===== src/rtl/osd_trace_pkg.sv =====
// Shared definitions for the trace sample buffer: overflow counter width,
// the entry layout, and the saturating drop-count increment.
package osd_trace_pkg;

  localparam int OVF_CNT_WIDTH = 10;
  localparam int MAX_WIDTH = 64;
  localparam logic [OVF_CNT_WIDTH-1:0] OVF_CNT_MAX = '1;

  typedef struct packed {
    logic                 ovf;
    logic [MAX_WIDTH-1:0] data;
  } trace_entry_t;

  // 1023 means "1023 or more lost", so the count sticks there.
  function automatic logic [OVF_CNT_WIDTH-1:0] sat_add(
    input logic [OVF_CNT_WIDTH-1:0] cnt,
    input logic                     inc
  );
    logic [OVF_CNT_WIDTH:0] sum;
    sum = {1'b0, cnt} + {{OVF_CNT_WIDTH{1'b0}}, inc};
    return sum[OVF_CNT_WIDTH] ? OVF_CNT_MAX : sum[OVF_CNT_WIDTH-1:0];
  endfunction

endpackage


===== src/rtl/osd_trace_fifo.sv =====
// Generic first-word-fall-through FIFO. A push is accepted while full when
// the same cycle also pops, so fill stays at DEPTH.
module osd_trace_fifo #(
  parameter int DATA_W = 17,
  parameter int DEPTH  = 8
) (
  input  logic              clk,
  input  logic              rst,
  input  logic              push,
  input  logic [DATA_W-1:0] wr_data,
  input  logic              pop,
  output logic [DATA_W-1:0] rd_data,
  output logic              full,
  output logic              empty
);

  localparam int AW = $clog2(DEPTH);

  logic [DATA_W-1:0] mem [DEPTH];
  logic [AW-1:0]     wr_ptr;
  logic [AW-1:0]     rd_ptr;
  logic [AW:0]       fill;
  logic              do_pop;
  logic              do_push;

  assign empty   = (fill == '0);
  assign full    = (fill == (AW+1)'(DEPTH));
  assign do_pop  = pop && !empty;
  assign do_push = push && (!full || do_pop);
  assign rd_data = mem[rd_ptr];

  always_ff @(posedge clk or posedge rst) begin
    if (rst) begin
      wr_ptr <= '0;
      rd_ptr <= '0;
      fill   <= '0;
    end else begin
      if (do_push) wr_ptr <= wr_ptr + 1'b1;
      if (do_pop)  rd_ptr <= rd_ptr + 1'b1;
      case ({do_push, do_pop})
        2'b10:   fill <= fill + 1'b1;
        2'b01:   fill <= fill - 1'b1;
        default: fill <= fill;
      endcase
    end
  end

  // Storage carries data only; validity is tracked by the pointers.
  always_ff @(posedge clk) begin
    if (do_push) mem[wr_ptr] <= wr_data;
  end

endmodule


===== src/rtl/osd_trace_sample_buffer.sv =====
// Trace sample capture buffer: drops samples while the FIFO is full, counts
// them, and inserts an in-order overflow record once space frees up.
module osd_trace_sample_buffer
  import osd_trace_pkg::*;
#(
  parameter int WIDTH = 16,
  parameter int DEPTH = 8
) (
  input  logic             clk,
  input  logic             rst,
  input  logic             enable,
  input  logic [WIDTH-1:0] sample_data,
  input  logic             sample_valid,
  output logic [WIDTH-1:0] trace_data,
  output logic             trace_overflow,
  output logic             trace_valid,
  input  logic             trace_ready
);

  logic [OVF_CNT_WIDTH-1:0] ovf_cnt;
  logic [OVF_CNT_WIDTH-1:0] ovf_nxt;
  logic [WIDTH:0]           wr_data;
  logic [WIDTH:0]           rd_data;
  logic                     push;
  logic                     pop;
  logic                     full;
  logic                     empty;
  logic                     space;

  assign pop   = trace_valid && trace_ready;
  assign space = !full || pop;

  always_comb begin
    push    = 1'b0;
    wr_data = '0;
    ovf_nxt = ovf_cnt;
    if (enable) begin
      if (ovf_cnt == '0) begin
        if (sample_valid) begin
          if (space) begin
            push    = 1'b1;
            wr_data = {1'b0, sample_data};
          end else begin
            ovf_nxt = OVF_CNT_WIDTH'(1);
          end
        end
      end else if (!space) begin
        if (sample_valid) ovf_nxt = sat_add(ovf_cnt, 1'b1);
      end else begin
        // The sample arriving with the record slot is dropped and counted.
        push    = 1'b1;
        wr_data = {1'b1, WIDTH'(sat_add(ovf_cnt, sample_valid))};
        ovf_nxt = '0;
      end
    end
  end

  always_ff @(posedge clk or posedge rst) begin
    if (rst) ovf_cnt <= '0;
    else     ovf_cnt <= ovf_nxt;
  end

  osd_trace_fifo #(
    .DATA_W (WIDTH + 1),
    .DEPTH  (DEPTH)
  ) u_fifo (
    .clk     (clk),
    .rst     (rst),
    .push    (push),
    .wr_data (wr_data),
    .pop     (pop),
    .rd_data (rd_data),
    .full    (full),
    .empty   (empty)
  );

  assign trace_valid    = !empty;
  assign trace_overflow = !empty && rd_data[WIDTH];
  assign trace_data     = empty ? '0 : rd_data[WIDTH-1:0];

endmodule


===== config.mk =====
export PLATFORM = sky130hd
export DESIGN_NAME = osd_trace_sample_buffer
export DESIGN_NICKNAME = d
export VERILOG_FILES = /design/src/rtl/osd_trace_pkg.sv /design/src/rtl/osd_trace_fifo.sv /design/src/rtl/osd_trace_sample_buffer.sv
export SDC_FILE = /design/constraint.sdc
export NUM_CORES = 1
export LEC_CHECK = 0
export ABC_AREA = 1
export CORE_MARGIN = 2
export CORE_UTILIZATION = 40
export CTS_BUF_LIST = sky130_fd_sc_hd__clkbuf_2
export DETAILED_ROUTE_END_ITERATION = 6
export HOLD_SLACK_MARGIN = 0.08
export MAX_ROUTING_LAYER = met4
export SETUP_SLACK_MARGIN = 0.02
export SYNTH_ARGS = -nofsm -noshare
export SYNTH_HDL_FRONTEND = slang
export SYNTH_HIERARCHICAL = 1
export SYNTH_SLANG_ARGS = --single-unit

===== constraint.sdc =====
create_clock -name clk -period 3.95 [get_ports clk]
set_clock_uncertainty 0.15 [all_clocks]
set_input_delay 0.79 -clock clk [delete_from_list [all_inputs] [get_ports clk]]
set_output_delay 0.79 -clock clk [all_outputs]
set_load 0.02 [all_outputs]

==> results.json <==
{
  "status": "completed",
  "crit_type": "reg2out",
  "core_sq_um": 19400,
  "p_seq_frac": 0.376,
  "internal-power_mw": 3.308,
  "cts-root-buf": "clkbuf_2",
  "cp-end-kind": "output port",
  "totalWireLength_microns": 17160,
  "cts_buffers": 17,
  "holdBufCountCts": 0,
  "gr-total-overflow": 0,
  "dr.pass1.iters": 6,
  "regArea_sq_um": 4589,
  "p_leak_nw": 4.128,
  "portBuffers": 38,
  "ys_warn_count": 6,
  "vdd_drop_max_uv": 291.9,
  "ys_ff_latch": 156,
  "cts_buffer_depth": 2,
  "via_per_inst": 4.464,
  "grt_max_degree": 55,
  "fin_ws_ns": 0.2593,
  "ff2ff_path_depth": 14,
  "fin_crit_ns": 3.691,
  "multi_input_area_sq_um": 2601,
  "drv_cap": 0,
  "netlist.area_leader.share": 0.5165,
  "setup_viol": 0,
  "antenna_found_initial": 1,
  "synthTopCellsByArea": "edfxtp_1 (52%), nand2_1 (16%), nor2_1 (8.9%)",
  "die-area_sq_um": 20910,
  "tritoncts": "done",
  "layout_commonest_cell": "nand2_1",
  "clk_pin_slew_ns": 0.23,
  "cts_sinks": 156,
  "async_reset_ff_frac": 0.1282,
  "drt_iter0_drc": 302,
  "drcViolationCount": 0,
  "fp-row-count": 51,
  "routedWlPerCell_microns": 13.56,
  "maxSlewHeadroom": 0.5088,
  "ys_seq_area_frac": 0.5798,
  "worstMarginPinSlew_ns": 0.7323,
  "drv_slew": 0,
  "nets": 1018,
  "yosys.cell_types.count": 31,
  "hold_viol": 0,
  "place_congestion": 0.8508,
  "synth_area_per_cell_sq_um": 8.429,
  "required_ns": 3.01,
  "synth_top_area_cell": "edfxtp_1",
  "clock.fmax_mhz": 271.0,
  "cp.arrival_ns": 2.75,
  "dieHeight_microns": 144.6,
  "vias": 5647,
  "synth_area_sq_um": 7906,
  "track_usage": 0.1769,
  "grt_pass1_vias": 5059,
  "dpl.hpwl_microns": 10330,
  "power.density_nw_per_um2": 647.7,
  "critPathMaxFanout": 25,
  "ios": 39,
  "mostFrequentLayoutCells": "nand2_1 (329), nor2_1 (179), edfxtp_1 (136)",
  "drive_gt1_frac": 0.07808,
  "hp-class": "in2async",
  "nFillCells": 1919,
  "p_sw_mw": 2.449,
  "clkPwrFrac": 0.147,
  "cp-start-kind": "register",
  "timing.final.crit_share": 0.9343,
  "synth_flop_cell": "edfxtp_1",
  "die_w_microns": 144.6,
  "area_delta_synth_final_pct": 12.41,
  "switching_share": 0.4254,
  "synthCells": 938,
  "clk_latency_ns": 0.71,
  "syn-num-nets": 970,
  "fin_setup_tns_ns": 0,
  "comb_power_share": 0.478,
  "synth_edf_count": 136,
  "place_ws_ns": 0.6064,
  "initial_core_util": 0.4076,
  "htree_levels": 4,
  "grt_pass1_wl_microns": 26630,
  "ant_nets": 0,
  "rsz0062_at_grt": "false"
}
[power by group through the flow]
stage          clock network [mW]  logic, mW  registers [mW]
6_report                    0.845       2.75            2.16
4_1_cts                     0.869       2.71            2.19
3_3_place_gp                    0       2.57            2.27
2_1_floorplan                   0       1.90            2.14
3_5_place_dp                    0       2.59            2.27
5_1_grt                     0.944       3.10            2.19
[final cells by class]
| cell class | count | area share |
|---|---|---|
| diodes | 1 | 0.0002816 |
| clock buffers | 17 | 0.009573 |
| multi-input cells | 611 | 0.2927 |
| flip-flops and latches | 156 | 0.5164 |
| inverters | 137 | 0.05814 |
| well taps | 265 | 0.03731 |
| repair buffers | 63 | 0.06997 |
| clock inverters | 15 | 0.01563 |
[synth_stat cells, types with 2 or more instances]
cell / instances
dfrtp_1: 20
nand2_1: 329
xnor2_1: 4
buf_4: 7
ha_1: 10
buf_2: 16
nand2_2: 2
buf_6: 7
inv_1: 133
inv_2: 3
nor2_1: 187
edfxtp_1: 136
nor2_4: 3
nand4_1: 3
o21ai_0: 13
nand3_1: 46
clkbuf_1: 3
xor2_1: 3
[state kept, by name (all words and copies together) (netlist names)]
name and flops:
u_fifo/wr_ptr 3, u_fifo/rd_ptr 3, ovf_cnt 10, u_fifo/mem 136, u_fifo/fill 4
[stage by stage]
stage | cell area [sq um] | hold slack, ns | instances | util | total power [mW]
after floorplan | 7906 | 0.3427 | 938 | - | 4.049
after global placement | 8583 | 0.3900 | 1226 | 0.4425 | 4.838
after detailed placement | 8583 | 0.3867 | 1226 | 0.4425 | 4.862
after CTS | 8847 | 0.1422 | 1260 | 0.4561 | 5.775
after global routing | 8887 | 0.1405 | 1265 | 0.4581 | 6.230
final | 8887 | 0.2023 | 1265 | 0.4581 | 5.757
[logic make-up after synthesis]
family / after synthesis / synth area share
and+or+nand+nor: 577 / 0.2898
buffers and inverters: 171 / 0.09369
DFF: 156 / 0.5798
AOI/OAI and AO/OA: 16 / 0.01060
adders and majority gates: 11 / 0.01836
xor gates and xnor gates: 7 / 0.007755
[metal layers]
metal	track usage	vias to the layer above	share of wire
li1	-	2983	-
met1	0.2265	2549	0.47
met2	0.2886	102	0.48
met3	0.03377	13	0.040
met4	0.05110	0	0.0097
met5	-	-	0
[final timing paths]
path,from,end,slack (ns)
setup reg to reg,u_fifo/fill[0],u_fifo/fill[3],1.16
max in group asynchronous,rst,u_fifo/rd_ptr[0],3.04
hold reg to reg,u_fifo/fill[3],u_fifo/fill[3],0.43
hold / removal,rst,ovf_cnt[3],0.20
min in group clk,u_fifo/fill[3],u_fifo/fill[3],0.43
setup / recovery,u_fifo/rd_ptr[0],trace_data[3],0.26
[critical path: stages (launching register included)]
cell and delay [ns]:
dfrtp_4 0.59, clkbuf_4 0.21, buf_16 0.18, nand2_1 0.09, nand2_1 0.06, nand2_1 0.06, nand2_1 0.04, nand2_1 0.10
inv_1 0.05, nor2_1 0.08, clkdlybuf4s50_1 0.60
[what timing repair did]
item	in CTS	in global routing
setup buffers	2	4
endpoints found under the setup margin	17	17
resized for setup	1	4
pin swaps	0	0
Note: power is estimated with default switching activity, not from simulation.
